## src/rtl/sdram_aux_arbiter_if.sv

```systemverilog
// ----------------------------------------------------------------------------
// sdram_aux_arbiter_if
//   Word-request handshake between one auxiliary SDRAM requester (flash
//   streamer, snapshot DMA, ...) and sdram_aux_arbiter.
//
//   aux_req   requester -> arbiter  level request, held with the command
//                                   fields stable until aux_ack
//   aux_we    requester -> arbiter  1 = write, 0 = read
//   aux_ds    requester -> arbiter  {UDS,LDS} byte strobes
//   aux_addr  requester -> arbiter  22-bit word address
//   aux_din   requester -> arbiter  write data
//   aux_ack   arbiter -> requester  one-cycle pulse: access completed
//   aux_dout  arbiter -> requester  read data, valid with aux_ack, held after
//   aux_err   arbiter -> requester  sticky: too many aborts on this request
//
//   master = requester side, slave = arbiter side.
// ----------------------------------------------------------------------------
interface sdram_aux_arbiter_if;
    logic        aux_req;
    logic        aux_we;
    logic [1:0]  aux_ds;
    logic [21:0] aux_addr;
    logic [15:0] aux_din;
    logic        aux_ack;
    logic [15:0] aux_dout;
    logic        aux_err;

    modport master (
        output aux_req, aux_we, aux_ds, aux_addr, aux_din,
        input  aux_ack, aux_dout, aux_err
    );

    modport slave (
        input  aux_req, aux_we, aux_ds, aux_addr, aux_din,
        output aux_ack, aux_dout, aux_err
    );
endinterface

```

## src/rtl/sdram_aux_arbiter.sv

```systemverilog
// ----------------------------------------------------------------------------
// sdram_aux_arbiter
//   Shares the single SDRAM port between the gstmcu chipset and one auxiliary
//   word requester. The chipset always wins with zero added latency: its
//   signals pass straight through to sd_* unless an aux cycle currently owns
//   the bus, and even then a chipset request takes the bus back in the same
//   cycle (the aux cycle is aborted and retried at the next free slot).
//
// Ports
//   clk32, atari_reset_n     32 MHz clock, async active-low reset
//   chip_cs/we/ds/addr/din   chipset access decoded from RAS/CAS/WE
//   chip_refresh             chipset refresh request
//   slot_free                gstmcu phase: no chipset access for AUX_LEN cycles
//   aux                      auxiliary requester handshake (slave side)
//   sd_cs/we/ds/addr/din     to sdram
//   sd_refresh               to sdram refresh
//   sd_dout                  from sdram read data
//   collisions               saturating count of aborted aux cycles
//
// Parameters
//   AUX_LEN    clk32 cycles an aux access holds the sdram (>= 3)
//   DATA_LAT   cycle index (0-based, < AUX_LEN) at which read data is sampled
//   MAX_RETRY  aborts on one request before aux_err is raised
// ----------------------------------------------------------------------------
module sdram_aux_arbiter #(
    parameter int AUX_LEN   = 6,
    parameter int DATA_LAT  = 5,
    parameter int MAX_RETRY = 15
) (
    input  logic               clk32,
    input  logic               atari_reset_n,

    input  logic               chip_cs,
    input  logic               chip_we,
    input  logic [1:0]         chip_ds,
    input  logic [21:0]        chip_addr,
    input  logic [15:0]        chip_din,
    input  logic               chip_refresh,
    input  logic               slot_free,

    sdram_aux_arbiter_if.slave aux,

    output logic               sd_cs,
    output logic               sd_we,
    output logic [1:0]         sd_ds,
    output logic [21:0]        sd_addr,
    output logic [15:0]        sd_din,
    output logic               sd_refresh,
    input  logic [15:0]        sd_dout,

    output logic [7:0]         collisions
);

    localparam int               CNT_W       = (AUX_LEN > 1) ? $clog2(AUX_LEN) : 1;
    localparam logic [CNT_W-1:0] CNT_LAST    = CNT_W'(AUX_LEN - 1);
    localparam logic [CNT_W-1:0] CNT_DATA    = CNT_W'(DATA_LAT);
    localparam logic [3:0]       RETRY_LIMIT = 4'(MAX_RETRY);

    typedef enum logic [1:0] {
        ST_IDLE,
        ST_AUX,
        ST_ACK
    } state_t;

    state_t           state;
    logic [CNT_W-1:0] cnt;
    logic [3:0]       retry;

    // Command captured at the start of an aux cycle.
    logic             lat_we;
    logic [1:0]       lat_ds;
    logic [21:0]      lat_addr;
    logic [15:0]      lat_din;

    logic [15:0]      dout_shadow;
    logic [15:0]      dout_q;
    logic             ack_q;
    logic             err_q;

    logic             chip_busy;
    logic             aux_owns_bus;
    logic             aux_start;
    logic [15:0]      read_word;
    logic [3:0]       retry_inc;

    assign chip_busy    = chip_cs | chip_refresh;
    assign aux_owns_bus = (state == ST_AUX) & ~chip_busy;
    assign aux_start    = aux.aux_req & slot_free & ~chip_busy;

    // When DATA_LAT is the last cycle the word arrives on the same edge that
    // enters ACK, so it has to bypass the shadow register.
    assign read_word    = (cnt == CNT_DATA) ? sd_dout : dout_shadow;

    // Saturates so a requester that keeps retrying cannot wrap aux_err away.
    assign retry_inc    = (retry == 4'hF) ? retry : retry + 4'd1;

    assign aux.aux_ack  = ack_q;
    assign aux.aux_dout = dout_q;
    assign aux.aux_err  = err_q;

    // SDRAM port mux. The chipset override is combinational so a collision
    // hands the bus back in the very cycle chip_cs/chip_refresh rises.
    always_comb begin
        // NOTE: every output gets a default before the override; leaving one
        // unassigned on some path would infer a latch.
        sd_cs      = chip_cs;
        sd_we      = chip_we;
        sd_ds      = chip_ds;
        sd_addr    = chip_addr;
        sd_din     = chip_din;
        sd_refresh = chip_refresh;
        if (aux_owns_bus) begin
            sd_cs      = 1'b1;
            sd_we      = lat_we;
            sd_ds      = lat_ds;
            sd_addr    = lat_addr;
            sd_din     = lat_din;
            sd_refresh = 1'b0;
        end
    end

    always_ff @(posedge clk32 or negedge atari_reset_n) begin
        // NOTE: the command latch and data registers are cleared too; they are
        // a handful of flops, not a memory, and a defined value keeps sd_*
        // quiet until the first aux cycle.
        if (!atari_reset_n) begin
            state       <= ST_IDLE;
            cnt         <= '0;
            retry       <= '0;
            lat_we      <= 1'b0;
            lat_ds      <= '0;
            lat_addr    <= '0;
            lat_din     <= '0;
            dout_shadow <= '0;
            dout_q      <= '0;
            ack_q       <= 1'b0;
            err_q       <= 1'b0;
            collisions  <= '0;
        end else begin
            // NOTE: non-blocking assignments throughout, so every branch sees
            // the register values from before this edge.
            ack_q <= 1'b0;

            case (state)
                ST_IDLE: begin
                    // Chipset wins a tie: aux_start already excludes chip_busy.
                    if (aux_start) begin
                        state    <= ST_AUX;
                        cnt      <= '0;
                        lat_we   <= aux.aux_we;
                        lat_ds   <= aux.aux_ds;
                        lat_addr <= aux.aux_addr;
                        lat_din  <= aux.aux_din;
                    end
                end

                ST_AUX: begin
                    if (chip_busy) begin
                        // Abort; a still-pending aux_req restarts at the next free slot.
                        state <= ST_IDLE;
                        retry <= retry_inc;
                        if (retry_inc >= RETRY_LIMIT) begin
                            err_q <= 1'b1;
                        end
                        if (collisions != 8'hFF) begin
                            collisions <= collisions + 8'd1;
                        end
                    end else begin
                        if (!lat_we && cnt == CNT_DATA) begin
                            dout_shadow <= sd_dout;
                        end
                        if (cnt == CNT_LAST) begin
                            state <= ST_ACK;
                            ack_q <= 1'b1;
                            retry <= '0;
                            err_q <= 1'b0;
                            // Writes leave the last read word visible.
                            if (!lat_we) begin
                                dout_q <= read_word;
                            end
                        end else begin
                            cnt <= cnt + CNT_W'(1);
                        end
                    end
                end

                ST_ACK: begin
                    // One dead cycle: a new request is taken from the next cycle on.
                    state <= ST_IDLE;
                end

                default: begin
                    state <= ST_IDLE;
                end
            endcase
        end
    end

endmodule
```

## src/flat_wrapper.sv

```systemverilog
// flat-port wrapper written by rule: the top's interface ports become plain ports
module sdram_aux_arbiter_flat 
#(
    parameter int AUX_LEN   = 6,
    parameter int DATA_LAT  = 5,
    parameter int MAX_RETRY = 15
)
  (clk32, atari_reset_n, chip_cs, chip_we, chip_ds, chip_addr, chip_din, chip_refresh, slot_free, sd_cs, sd_we, sd_ds, sd_addr, sd_din, sd_refresh, sd_dout, collisions, aux_aux_req, aux_aux_we, aux_aux_ds, aux_aux_addr, aux_aux_din, aux_aux_ack, aux_aux_dout, aux_aux_err);
  sdram_aux_arbiter_if aux_i ();
  input  logic clk32;
  input  logic atari_reset_n;
  input  logic chip_cs;
  input  logic chip_we;
  input  logic [1:0] chip_ds;
  input  logic [21:0] chip_addr;
  input  logic [15:0] chip_din;
  input  logic chip_refresh;
  input  logic slot_free;
  output logic sd_cs;
  output logic sd_we;
  output logic [1:0] sd_ds;
  output logic [21:0] sd_addr;
  output logic [15:0] sd_din;
  output logic sd_refresh;
  input  logic [15:0] sd_dout;
  output logic [7:0] collisions;
  input wire logic [$bits(aux_i.aux_req)-1:0] aux_aux_req;
  input wire logic [$bits(aux_i.aux_we)-1:0] aux_aux_we;
  input wire logic [$bits(aux_i.aux_ds)-1:0] aux_aux_ds;
  input wire logic [$bits(aux_i.aux_addr)-1:0] aux_aux_addr;
  input wire logic [$bits(aux_i.aux_din)-1:0] aux_aux_din;
  output wire logic [$bits(aux_i.aux_ack)-1:0] aux_aux_ack;
  output wire logic [$bits(aux_i.aux_dout)-1:0] aux_aux_dout;
  output wire logic [$bits(aux_i.aux_err)-1:0] aux_aux_err;
  assign aux_i.aux_req = aux_aux_req;
  assign aux_i.aux_we = aux_aux_we;
  assign aux_i.aux_ds = aux_aux_ds;
  assign aux_i.aux_addr = aux_aux_addr;
  assign aux_i.aux_din = aux_aux_din;
  assign aux_aux_ack = aux_i.aux_ack;
  assign aux_aux_dout = aux_i.aux_dout;
  assign aux_aux_err = aux_i.aux_err;
  sdram_aux_arbiter #(.AUX_LEN(AUX_LEN), .DATA_LAT(DATA_LAT), .MAX_RETRY(MAX_RETRY)) u_core (.clk32(clk32), .atari_reset_n(atari_reset_n), .chip_cs(chip_cs), .chip_we(chip_we), .chip_ds(chip_ds), .chip_addr(chip_addr), .chip_din(chip_din), .chip_refresh(chip_refresh), .slot_free(slot_free), .aux(aux_i), .sd_cs(sd_cs), .sd_we(sd_we), .sd_ds(sd_ds), .sd_addr(sd_addr), .sd_din(sd_din), .sd_refresh(sd_refresh), .sd_dout(sd_dout), .collisions(collisions));
endmodule
```

## config.mk

```make
export PLATFORM = sky130hd
export DESIGN_NAME = sdram_aux_arbiter_flat
export DESIGN_NICKNAME = d
export VERILOG_FILES = /design/src/rtl/sdram_aux_arbiter_if.sv /design/src/rtl/sdram_aux_arbiter.sv /design/src/flat_wrapper.sv
export SDC_FILE = /design/constraint.sdc
export NUM_CORES = 1
export LEC_CHECK = 0
export ABC_CLOCK_PERIOD_IN_PS = 2600
export CAP_MARGIN = 15
export CORE_MARGIN = 2
export CORE_UTILIZATION = 35
export DETAILED_ROUTE_END_ITERATION = 7
export GPL_TIMING_DRIVEN = 0
export PLACE_DENSITY = 0.7
export SYNTH_ARGS = -nofsm -noshare
export SYNTH_HDL_FRONTEND = slang
export SYNTH_SLANG_ARGS = --single-unit
```

## constraint.sdc

```tcl
create_clock -name clk32 -period 2.6 [get_ports clk32]
set_clock_uncertainty 0.15 [all_clocks]
set_input_delay 0.26 -clock clk32 [delete_from_list [all_inputs] [get_ports clk32]]
set_output_delay 0.26 -clock clk32 [all_outputs]
set_load 0.005 [all_outputs]
```

==> reports/qor.yml <==
grt:
  gr-total-overflow: 0
  grt_max_degree: 72
  grt_pass1_vias: 2963
  antenna_found_initial: 0
  grtUsageTotal: 0.162
  grt_pass1_wl_um: 14400
clock_network:
  clock-root-buffer: "clkbuf_8"
  clk_pin_slew_worst_paths_ns: 0.09
  clk_latency_ns: 0.34
  cts.path.max_buffers: 2
  htreeDepth: 3
  clock-sinks: 76
  cts_tree: "yes"
  cts_buffers: 9
placed_design:
  dpl.hpwl_um: 6840
  pre_cts_slack_ns: -0.251
  placed_area_sq_um: 5540
  io_buffer_count: 172
  gp_congestion: 0.765
worst_setup_path:
  crit_path_end_kind: "primary output"
  crit_fanout: 8
  cp_cell_sequence: "nor4b_4, buf_4, buf_8, buf_4, or2_2, clkdlybuf4s50_1"
  arrival_ns: 2.09
  cp_slowest_stage_delay_ns: 0.46
  critPathLaunchType: "register"
  reg2reg_depth: 7
  critPathRequiredTime_ns: 2.19
  crit_type: "reg -> out"
  slowest_stage: "clkdlybuf4s50_1"
  crit_top_cell: "buf_4"
  timing.rr.start: "u_core.state[1]"
  rrSetupSlack_ns: 0.51
  r2r-end: "u_core.aux.aux_dout[0]"
floorplanning:
  ios: 173
  die_x_um: 106
  start_util: 0.356
  rows: 37
  core-area_sq_um: 10200
  die_h_um: 106
  die_area_sq_um: 11200
finish:
  fill_cells: 860
  syn2layout_area_growth_pct: 66.3
  layout-drive-gt1-share: 0.289
  design_area_sq_um: 6020
  seqCellArea_sq_um: 1900
  multi_input_area_sq_um: 1640
  fin_nets: 573
  num_antenna_cells: 0
yosys:
  synth_cell_types: 41
  ys_seq_area_frac: 0.525
  synth_area_sq_um: 3620
  syn_nets: 375
  yosys_warnings: 0
  avgSynthCellArea_sq_um: 13.6
  synth-seq-cells: 76
  synthCells: 267
timing:
  setup_viol: 0
  max_freq_mhz: 400
  holdWs_ns: 0.120
  period_minus_slack_ns: 2.50
  finalMaxSlewViolations: 0
  worst_pin_slew_ns: 0.597
  hold_viol_final: 0
  slew_headroom: 0.599
  fin_ws_ns: 0.0989
  finalCritPeriodShare: 0.962
drt:
  drt_iter0_markers: 51
  num_vias: 2836
  routed_wl_um: 9150
  remaining_drc_errors: 0
  first_pass_iters: 4
  ant_nets: 0
  viasPerCell: 4.68
  wl_per_cell_um: 15.1
worst_hold_path:
  hp-class: "in -> async"
job:
  drv_cap: 0
outcome:
  outcome: "completed"
pwr:
  powerDensity_nw_per_um2: 683
  p_leak_nw: 2.84
  ir_drop_uv: 350
## report_power, final
| part | leakage (nW) | switching, W | total (W) | internal (W) |
|---|---|---|---|---|
| sequential | 0.961 | 0.000256 | 0.00181 | 0.00155 |
| clock | 0.110 | 0.000466 | 0.00101 | 0.000547 |
| combinational | 1.77 | 0.000448 | 0.00129 | 0.000837 |
## how the worst max path moves through the flow
stage / start / end / cells past startpoint
floorplan: u_core.state[1] / u_core.aux.aux_dout[0] / 6
global placement: atari_reset_n / u_core.collisions[7] / 1
detailed placement: chip_refresh / sd_din[9] / 6
CTS: u_core.state[1] / sd_din[6] / 5
global route: u_core.state[0] / sd_cs / 6
finish: u_core.state[0] / sd_cs / 6
## critical path, delay by kind of cell, from the launching register on
kind	cells	cell delay, ns
buffers and inverters	4	0.90
DFF	1	0.43
and+or+nand+nor	2	0.42
## what timing repair did
item,4_1_cts,5_1_grt
setup buffers,6,4
setup endpoints to repair,38,32
pin swaps,0,1
resized for setup,19,37
hold endpoints to repair,76,0
hold buffers,1,0
cloned,0,3
## through the flow
step	setup TNS, ns	cells	util	total power (W)
global route	-0.0135	606	0.591	0.00436
finish	0	606	0.591	0.00411
global placement	-128.01	575	0.541	0.00302
CTS	-1.73	599	0.573	0.00412
detailed placement	-8.07	576	0.544	0.00308
floorplan	0	267	-	0.00243
## Yosys cell counts
cell / n / area (sq um)
o21ai_1: 1 / 5.00
nor4b_2: 1 / 15.0
nor2_1: 4 / 15.0
xor2_1: 7 / 61.3
a211o_1: 1 / 8.76
a21oi_1: 5 / 25.0
a31oi_1: 2 / 12.5
clkbuf_1: 4 / 15.0
or2_2: 1 / 6.26
o211ai_1: 1 / 7.51
nand4_1: 2 / 12.5
a21o_1: 2 / 15.0
nor3b_1: 4 / 30.0
nor2_2: 1 / 6.26
buf_2: 8 / 40.0
o31ai_1: 1 / 7.51
mux2_2: 89 / 1000
o21ai_0: 3 / 15.0
nand2_1: 11 / 41.3
nand4b_1: 1 / 8.76
nor2b_1: 1 / 6.26
nor3_2: 1 / 10.0
nor4_1: 1 / 6.26
buf_6: 1 / 11.3
nand3_1: 5 / 25.0
and4b_1: 1 / 10.0
buf_4: 1 / 7.51
nor2_8: 1 / 20.0
inv_1: 3 / 11.3
ha_1: 4 / 50.1
o21a_1: 1 / 7.51
nand3_4: 1 / 17.5
nand2b_1: 1 / 6.26
o22ai_1: 1 / 6.26
and3_1: 1 / 6.26
dfrtp_1: 76 / 1900
nand3b_1: 2 / 15.0
mux2i_1: 1 / 10.0
a32o_1: 1 / 10.0
nor3_1: 4 / 20.0
mux2_1: 10 / 113
## state kept, by name, summed over array words and instances (netlist names), 2 cells and up
register,cells
u_core.state,2
u_core.lat_ds,2
u_core.retry,4
u_core.lat_din,16
u_core.aux.aux_dout,16
u_core.cnt,3
u_core.collisions,8
u_core.lat_addr,22
## cell usage in the layout, fill, tap and decap left out, types with 5 or more instances in the layout
cell type	netlist	routed
dlymetal6s2s_1	0	31
mux2_1	10	10
nand2_1	11	11
mux2_2	89	89
clkbuf_8	0	9
xor2_1	7	7
a21oi_1	5	5
clkdlybuf4s50_1	0	130
buf_4	1	12
dlygate4sd2_1	0	10
nand3_1	5	5
dfrtp_1	76	76
## cell type report
type | instances | area share
buffer | 14 | 0.0195
clock buffer | 9 | 0.0206
clock inverter | 7 | 0.0164
inverter | 3 | 0.00187
multi-input combinational | 174 | 0.273
sequential | 76 | 0.316
tap | 136 | 0.0283
timing repair buffer | 187 | 0.325
## logic make-up (layout without fill, tap and decap cells)
family | Yosys count | after routing | share of synthesized area
muxes | 100 | 100 | 0.311
DFF | 76 | 76 | 0.525
adders and majority gates | 4 | 4 | 0.0138
and+or+nand+nor | 44 | 44 | 0.0767
buffers and inverters | 17 | 220 | 0.0235
AOI/OAI and AO/OA | 19 | 19 | 0.0332
xor gates and xnor gates | 7 | 7 | 0.0169
## per-layer routing
metal,global-route usage,up-vias,share of wire
met4,0.0517,0,0.012
met1,0.193,1376,0.39
met5,0,-,0
met2,0.282,91,0.54
li1,-,1359,-
met3,0.0476,10,0.062
Note: power is estimated with default switching activity, not from simulation.
